===== config.mk =====
export PLATFORM = sky130hd
export DESIGN_NAME = conv2_frame_ctrl
export DESIGN_NICKNAME = d
export VERILOG_FILES = /design/src/rtl/conv2_frame_ctrl.sv
export SDC_FILE = /design/constraint.sdc
export NUM_CORES = 1
export LEC_CHECK = 0
export CAP_MARGIN = 40
export CORE_ASPECT_RATIO = 1.5
export CORE_MARGIN = 1.5
export CORE_UTILIZATION = 31
export DETAILED_ROUTE_END_ITERATION = 8
export SYNTH_ARGS = -nofsm -noshare
export SYNTH_HDL_FRONTEND = slang
export SYNTH_SLANG_ARGS = --single-unit

===== constraint.sdc =====
create_clock -name clk -period 1.75 [get_ports clk]
set_input_delay 0.175 -clock clk [delete_from_list [all_inputs] [get_ports clk]]
set_output_delay 0.175 -clock clk [all_outputs]
set_load 0.1 [all_outputs]

===== src/rtl/conv2_frame_ctrl.sv =====
// conv2_frame_ctrl: sequences one conv2 frame through flush, pixel fill and
// result drain. It forwards pixel strobes, tracks the result row and column,
// and flags results that should not arrive and drains that never finish.
// Optional feature macro: CONV2_FRAME_CTRL_STATS_EN adds the frame_cnt output.
module conv2_frame_ctrl #(
   parameter int unsigned WIDTH     = 12,
   parameter int unsigned HEIGHT    = 12,
   parameter int unsigned KSIZE     = 5,
   parameter int unsigned DRAIN_MAX = 255
) (
   input  logic        clk,
   input  logic        rst,
   input  logic        start,
   input  logic        pix_valid_in,
   output logic        pix_ready,
   output logic        conv_valid_in,
   output logic        conv_rst_n,
   input  logic        conv_valid_out,
   output logic [3:0]  out_row,
   output logic [3:0]  out_col,
   output logic        frame_busy,
   output logic        frame_done,
   output logic        err_overflow,
   output logic        err_timeout
`ifdef CONV2_FRAME_CTRL_STATS_EN
   ,
   output logic [15:0] frame_cnt
`endif
);

   localparam int unsigned OUT_W_DIM = WIDTH - KSIZE + 1;
   localparam int unsigned OUT_H_DIM = HEIGHT - KSIZE + 1;
   localparam int unsigned NPIX      = WIDTH * HEIGHT;
   localparam int unsigned NOUT      = OUT_W_DIM * OUT_H_DIM;
   localparam int unsigned IN_W      = $clog2(NPIX + 1);
   localparam int unsigned OUT_W     = $clog2(NOUT + 1);
   localparam int unsigned TMO_W     = $clog2(DRAIN_MAX + 1);

   typedef enum logic [2:0] {
      S_IDLE,
      S_FLUSH,
      S_FILL,
      S_DRAIN,
      S_DONE
   } state_e;

   state_e             state_q, state_d;
   logic [IN_W-1:0]    in_cnt_q, in_cnt_d;
   logic [OUT_W-1:0]   out_cnt_q, out_cnt_d;
   logic [3:0]         out_row_q, out_row_d;
   logic [3:0]         out_col_q, out_col_d;
   logic [TMO_W-1:0]   tmo_cnt_q, tmo_cnt_d;
   logic               err_ovf_q, err_ovf_d;
   logic               err_tmo_q, err_tmo_d;
   logic               accept;
   logic               res_win;
   logic               res_ok;

   // Next-state, counter and error-flag logic
   always_comb begin
      state_d   = state_q;
      in_cnt_d  = in_cnt_q;
      out_cnt_d = out_cnt_q;
      out_row_d = out_row_q;
      out_col_d = out_col_q;
      tmo_cnt_d = tmo_cnt_q;
      err_ovf_d = err_ovf_q;
      err_tmo_d = err_tmo_q;

      accept  = (state_q == S_FILL) && pix_valid_in;
      res_win = ((state_q == S_FILL) || (state_q == S_DRAIN)) &&
                (out_cnt_q < OUT_W'(NOUT));
      res_ok  = conv_valid_out && res_win;

      // a result outside the counting window is an error and is not counted
      if (conv_valid_out && !res_win) begin
         err_ovf_d = 1'b1;
      end

      if (res_ok) begin
         out_cnt_d = out_cnt_q + 1'b1;
         if (out_col_q == 4'(OUT_W_DIM - 1)) begin
            out_col_d = 4'd0;
            out_row_d = out_row_q + 4'd1;
         end else begin
            out_col_d = out_col_q + 4'd1;
         end
      end

      case (state_q)
         S_IDLE: begin
            if (start) begin
               state_d = S_FLUSH;
            end
         end
         S_FLUSH: begin
            in_cnt_d  = '0;
            out_cnt_d = '0;
            out_row_d = 4'd0;
            out_col_d = 4'd0;
            tmo_cnt_d = '0;
            state_d   = S_FILL;
         end
         S_FILL: begin
            if (accept) begin
               if (in_cnt_q == IN_W'(NPIX - 1)) begin
                  state_d = (out_cnt_d == OUT_W'(NOUT)) ? S_DONE : S_DRAIN;
               end else begin
                  in_cnt_d = in_cnt_q + 1'b1;
               end
            end
         end
         S_DRAIN: begin
            if (res_ok) begin
               tmo_cnt_d = '0;
               if (out_cnt_q == OUT_W'(NOUT - 1)) begin
                  state_d = S_DONE;
               end
            end else begin
               tmo_cnt_d = tmo_cnt_q + 1'b1;
               if (tmo_cnt_q == TMO_W'(DRAIN_MAX - 1)) begin
                  err_tmo_d = 1'b1;
                  state_d   = S_DONE;
               end
            end
         end
         S_DONE: begin
            state_d = S_IDLE;
         end
         default: begin
            state_d = S_IDLE;
         end
      endcase
   end

   // State and counter registers with synchronous reset
   always_ff @(posedge clk) begin
      if (rst) begin
         state_q   <= S_IDLE;
         in_cnt_q  <= '0;
         out_cnt_q <= '0;
         out_row_q <= 4'd0;
         out_col_q <= 4'd0;
         tmo_cnt_q <= '0;
         err_ovf_q <= 1'b0;
         err_tmo_q <= 1'b0;
      end else begin
         state_q   <= state_d;
         in_cnt_q  <= in_cnt_d;
         out_cnt_q <= out_cnt_d;
         out_row_q <= out_row_d;
         out_col_q <= out_col_d;
         tmo_cnt_q <= tmo_cnt_d;
         err_ovf_q <= err_ovf_d;
         err_tmo_q <= err_tmo_d;
      end
   end

`ifdef CONV2_FRAME_CTRL_STATS_EN
   logic [15:0] frame_cnt_q, frame_cnt_d;

   // Completed-frame counter, wraps naturally
   always_comb begin
      frame_cnt_d = frame_cnt_q;
      if (state_q == S_DONE) begin
         frame_cnt_d = frame_cnt_q + 16'd1;
      end
   end

   // Frame counter register
   always_ff @(posedge clk) begin
      if (rst) begin
         frame_cnt_q <= 16'd0;
      end else begin
         frame_cnt_q <= frame_cnt_d;
      end
   end

   assign frame_cnt = frame_cnt_q;
`endif

   // Handshake and status outputs decoded from state, held off during reset
   assign conv_rst_n    = ~(rst | (state_q == S_FLUSH));
   assign pix_ready     = ~rst & (state_q == S_FILL);
   assign conv_valid_in = pix_valid_in & pix_ready;
   assign frame_busy    = ~rst & (state_q != S_IDLE);
   assign frame_done    = ~rst & (state_q == S_DONE);
   assign out_row       = out_row_q;
   assign out_col       = out_col_q;
   assign err_overflow  = err_ovf_q;
   assign err_timeout   = err_tmo_q;

endmodule


==> results of run 1 <==
## logic make-up after synthesis
kind of cell | Yosys count
flops | 36
compound gates | 39
fa+ha+maj | 6
mux | 3
buf+inv | 18
simple gates | 97
xor+xnor | 16
## Yosys cell counts, types with 2 or more instances
| library cell | count | area [µm²] |
|---|---|---|
| clkbuf_1 | 6 | 22.5 |
| and2_1 | 3 | 18.8 |
| buf_6 | 2 | 22.5 |
| xor2_1 | 6 | 52.6 |
| mux2i_1 | 3 | 30.0 |
| ha_1 | 6 | 75.1 |
| a311oi_1 | 4 | 35.0 |
| inv_1 | 8 | 30.0 |
| o21ai_0 | 4 | 20.0 |
| a2111oi_2 | 3 | 45.0 |
| nand3_1 | 10 | 50.1 |
| nand4_1 | 4 | 25.0 |
| a21oi_1 | 10 | 50.1 |
| a211oi_1 | 3 | 22.5 |
| or3_1 | 3 | 18.8 |
| dfxtp_1 | 36 | 721 |
| xnor2_1 | 10 | 87.6 |
| a31oi_1 | 2 | 12.5 |
| nor3_1 | 8 | 40.0 |
| nor2_1 | 35 | 131 |
| a21oi_2 | 2 | 17.5 |
| and3_1 | 3 | 18.8 |
| buf_2 | 2 | 10.0 |
| nand2_1 | 17 | 63.8 |
| nand2b_1 | 4 | 25.0 |
## layout make-up
class                      count  area (µm²)
clock buffer                   7        86.3
clock inverter                 1        7.51
fill                         573        3270
inverter                       8        33.8
multi-input combinational    161        1160
sequential                    36         738
tap                           72        90.1
timing repair buffer          47         445
## worst max-delay path by stage
stage	endpoint	startpoint	slack, ps
3_3_place_gp	out_col[3]$_SDFFE_PN0P_	conv_valid_out	-250
5_1_grt	in_cnt_q[6]$_SDFFE_PP0P_	in_cnt_q[0]$_SDFFE_PP0P_	-70
3_5_place_dp	out_col[3]$_SDFFE_PN0P_	conv_valid_out	-290
6_report	conv_valid_in	state_q[2]$_SDFFE_PP0P_	2
4_1_cts	conv_valid_in	state_q[2]$_SDFFE_PP0P_	-10
2_1_floorplan	state_q[0]$_SDFFE_PP0P_	state_q[1]$_SDFFE_PP0P_	-140
## layout by cell type (no fill, tap or decap), drive strengths merged, types with 7 or more instances in the layout
master  count
buf        43
dfxtp      36
nand3      10
a21oi      12
inv         7
xnor2      10
clkbuf      7
nor2       35
nand2      17
nor3        8
## per-layer routing
layer,vias to the layer above,GRT usage (%),wire length [µm]
li1,856,-,-
met1,774,15.2,1840
met2,18,23.6,2220
met3,6,2.74,104
met4,0,5.18,72
met5,-,0,0
## what timing repair did
item                                   in CTS  in global routing
buffers inserted                            0                  6
setup endpoints to repair                   2                 13
gates resized for setup                     1                 14
pin swaps                                   0                  7
endpoints found under the hold margin       0                  0
## stage by stage
stage               cells  util, %
global placement      318     40.4
global route          332     44.0
CTS                   326     42.1
floorplan             215        -
detailed placement    318     40.4
finish                332     44.0
## worst max-delay path: stages, from the launching register on
cell,delay [ps]
dfxtp_4,360
nand2b_4,160
or3_4,360
clkinvlp_4,80
and2_4,150
buf_12,170
## power by group through the flow
stage	Combinational, µW	Clock (µW)	Sequential [µW]
CTS	334	644	858
global route	369	691	859
global placement	329	0	876
floorplan	209	0	895
finish	349	633	857
detailed placement	333	0	877
## sequential cells by signal, summed over array words and instances (netlist names)
signal and cells:
in_cnt_q 8, tmo_cnt_q 8, out_cnt_q 7, out_col 4
out_row 4, state_q 3, err_overflow 1, err_timeout 1
==> results by group, run 1 <==
Run status
  • Status: complete, no violations

Yosys
  • XOR/XNOR Fraction of Synth Area: under 10%
  • Yosys cell types: 46
  • Avg Cell Area, Syn: 8.76 µm²
  • Synth Register Bits: 36
  • Top FF cell, synth: dfxtp_1
  • Largest family of logic cells by synthesized area: simple AND/OR/NAND/NOR gates
  • Post-synth EDFFs: 0
  • Cell Area, Synth: between 1500 and 2000 µm²
  • Net Count, Synth: 226
  • Synthesized netlist cell count: 215
  • Post-Synth Adder-Cell Area: 3.98%
  • Synth Warn #: 0
  • Async S/R FF share, synth: 0%
  • Post-synthesis compound-gate area fraction: 17.7%
  • Multiplexer share of the synthesized area: ~1.6%
  • Part of the Yosys area used for sequential elements: 38.2%
  • Post-synthesis simple-gate area fraction: a little over a quarter

Place
  • GPL Wtd Cong: roughly 0.76
  • Placed cell areas: 2360 µm²
  • Placement Setup Slack: -286 ps
  • Final HPWL DP: 3130 µm
  • Input/output buffers: 19

Floorplanning
  • Row cnt: 34
  • Initial core utilization: 32.3%
  • Die area: between 6000 and 7000 µm²
  • Core region area: 5830 µm²
  • Ports: 20
  • Width of the die: 66.7 µm
  • Die Ht: 98.5 µm

CTS
  • Clock-pin slew on the worst setup and hold paths: 80 ps
  • Clk Latency, worst-skew pair: roughly 290 ps
  • CTS sink cnt: 36
  • Root Driver: clkbuf_8
  • CTS tree: done
  • CTS Buf Count: 5
  • # hold bufs at CTS: 0
  • H-tree levels: 2
  • CTS Buffer Depth: 2

Pwr
  • Sw frac: 30.0%
  • Clock power share: 34.4%
  • Part of the power in registers: 46.6%
  • Pleak: between 0.0009 and 0.001 µW
  • VDD IR-drop max: 0.485 mV
  • Switching power: 552 µW
  • Combinational share of power: 19.0%
  • Power Dens Cells: 718 nW/µm²
  • Internal Pwr Total: 1290 µW
  • Total power: 1840 µW

Hold path
  • Hold Crit Class: reg -> reg
  • Hold depth: 2
  • Hold_sp: err_overflow$_SDFFE_PP0P_
  • Hold endpoint: err_overflow$_SDFFE_PP0P_

GRT
  • First-pass GRT wire length: 6920 µm
  • Antenna violations before repair: 0
  • Vias in the first global route: 1,566
  • Gr ovfl total: 0
  • Largest net degree at the start of global routing: 21
  • All-layer global routing usage: 13.3%

Setup path
  • Worst Setup Start Kind: flip-flop
  • Arr. time, crit path: approximately 1600 ps
  • Worst r2r src: in_cnt_q[4]$_SDFFE_PP0P_
  • Worst R2R Path Depth: 6
  • Worst R2R End: in_cnt_q[0]$_SDFFE_PP0P_
  • CP Capture Type: output port
  • Kind of critical path: reg -> out
  • Worst R2R Setup Slack: 20 ps
  • Worst Path Max Fanout: 6
  • CP required: 1570 ps

Timing
  • Final period util: 99.9%
  • Top achievable clock speed: 572 MHz
  • Setup Skew: 7.93 ps
  • Final max-slew violation count: 0
  • Final worst slack: 2.03 ps
  • TNS Setup: 0 ps
  • Final Setup Violations: 0
  • Crit path time final: 1750 ps
  • Worst slew margin relative to its limit: 68.8%
  • RSZ-0062 raised after global routing: yes
  • Final Hold Viols: 0
  • Hold WS: 452 ps
  • Least-Margin Pin Slew: 469 ps

Finish
  • Ant. Diodes: 0
  • Layout cells sized above 1: between 30% and 40%
  • Finished Cell Area: 2560 µm²
  • Post-layout nets: between 200 and 300
  • Area Growth Syn to Fin: 36.0%

Routing
  • Vias per cell: 4.98
  • Via count: 1,654
  • First-pass DRT Iterations: 4
  • DR WL/cell: 12.8 µm
  • 1st-iter DRT viols: 71
  • Remaining antenna violation count after routing: 0
  • Final WL: 4240 µm
  • Residual DRC count: 0

Job
  • Max Cap Violations: 0
No activity file was read; power rests on OpenSTA's default activity.
==> inputs of run 2 (changes only) <==
--- a/config.mk
+++ b/config.mk
@@ -10,6 +10,7 @@
 export CORE_MARGIN = 1.5
 export CORE_UTILIZATION = 31
 export DETAILED_ROUTE_END_ITERATION = 8
+export HOLD_SLACK_MARGIN = 0.1
 export SYNTH_ARGS = -nofsm -noshare
 export SYNTH_HDL_FRONTEND = slang
 export SYNTH_SLANG_ARGS = --single-unit
==> results of run 2 <==
Same layout as run 1: the final DEF is identical, and so are final timing and power.
==> inputs of run 3 (changes only) <==
--- a/config.mk
+++ b/config.mk
@@ -9,6 +9,7 @@
 export CORE_ASPECT_RATIO = 1.5
 export CORE_MARGIN = 1.5
 export CORE_UTILIZATION = 31
+export CTS_CLUSTER_SIZE = 28
 export DETAILED_ROUTE_END_ITERATION = 8
 export HOLD_SLACK_MARGIN = 0.1
 export SYNTH_ARGS = -nofsm -noshare
==> results of run 3 <==
Same layout as run 1: the final DEF is identical, and so are final timing and power.
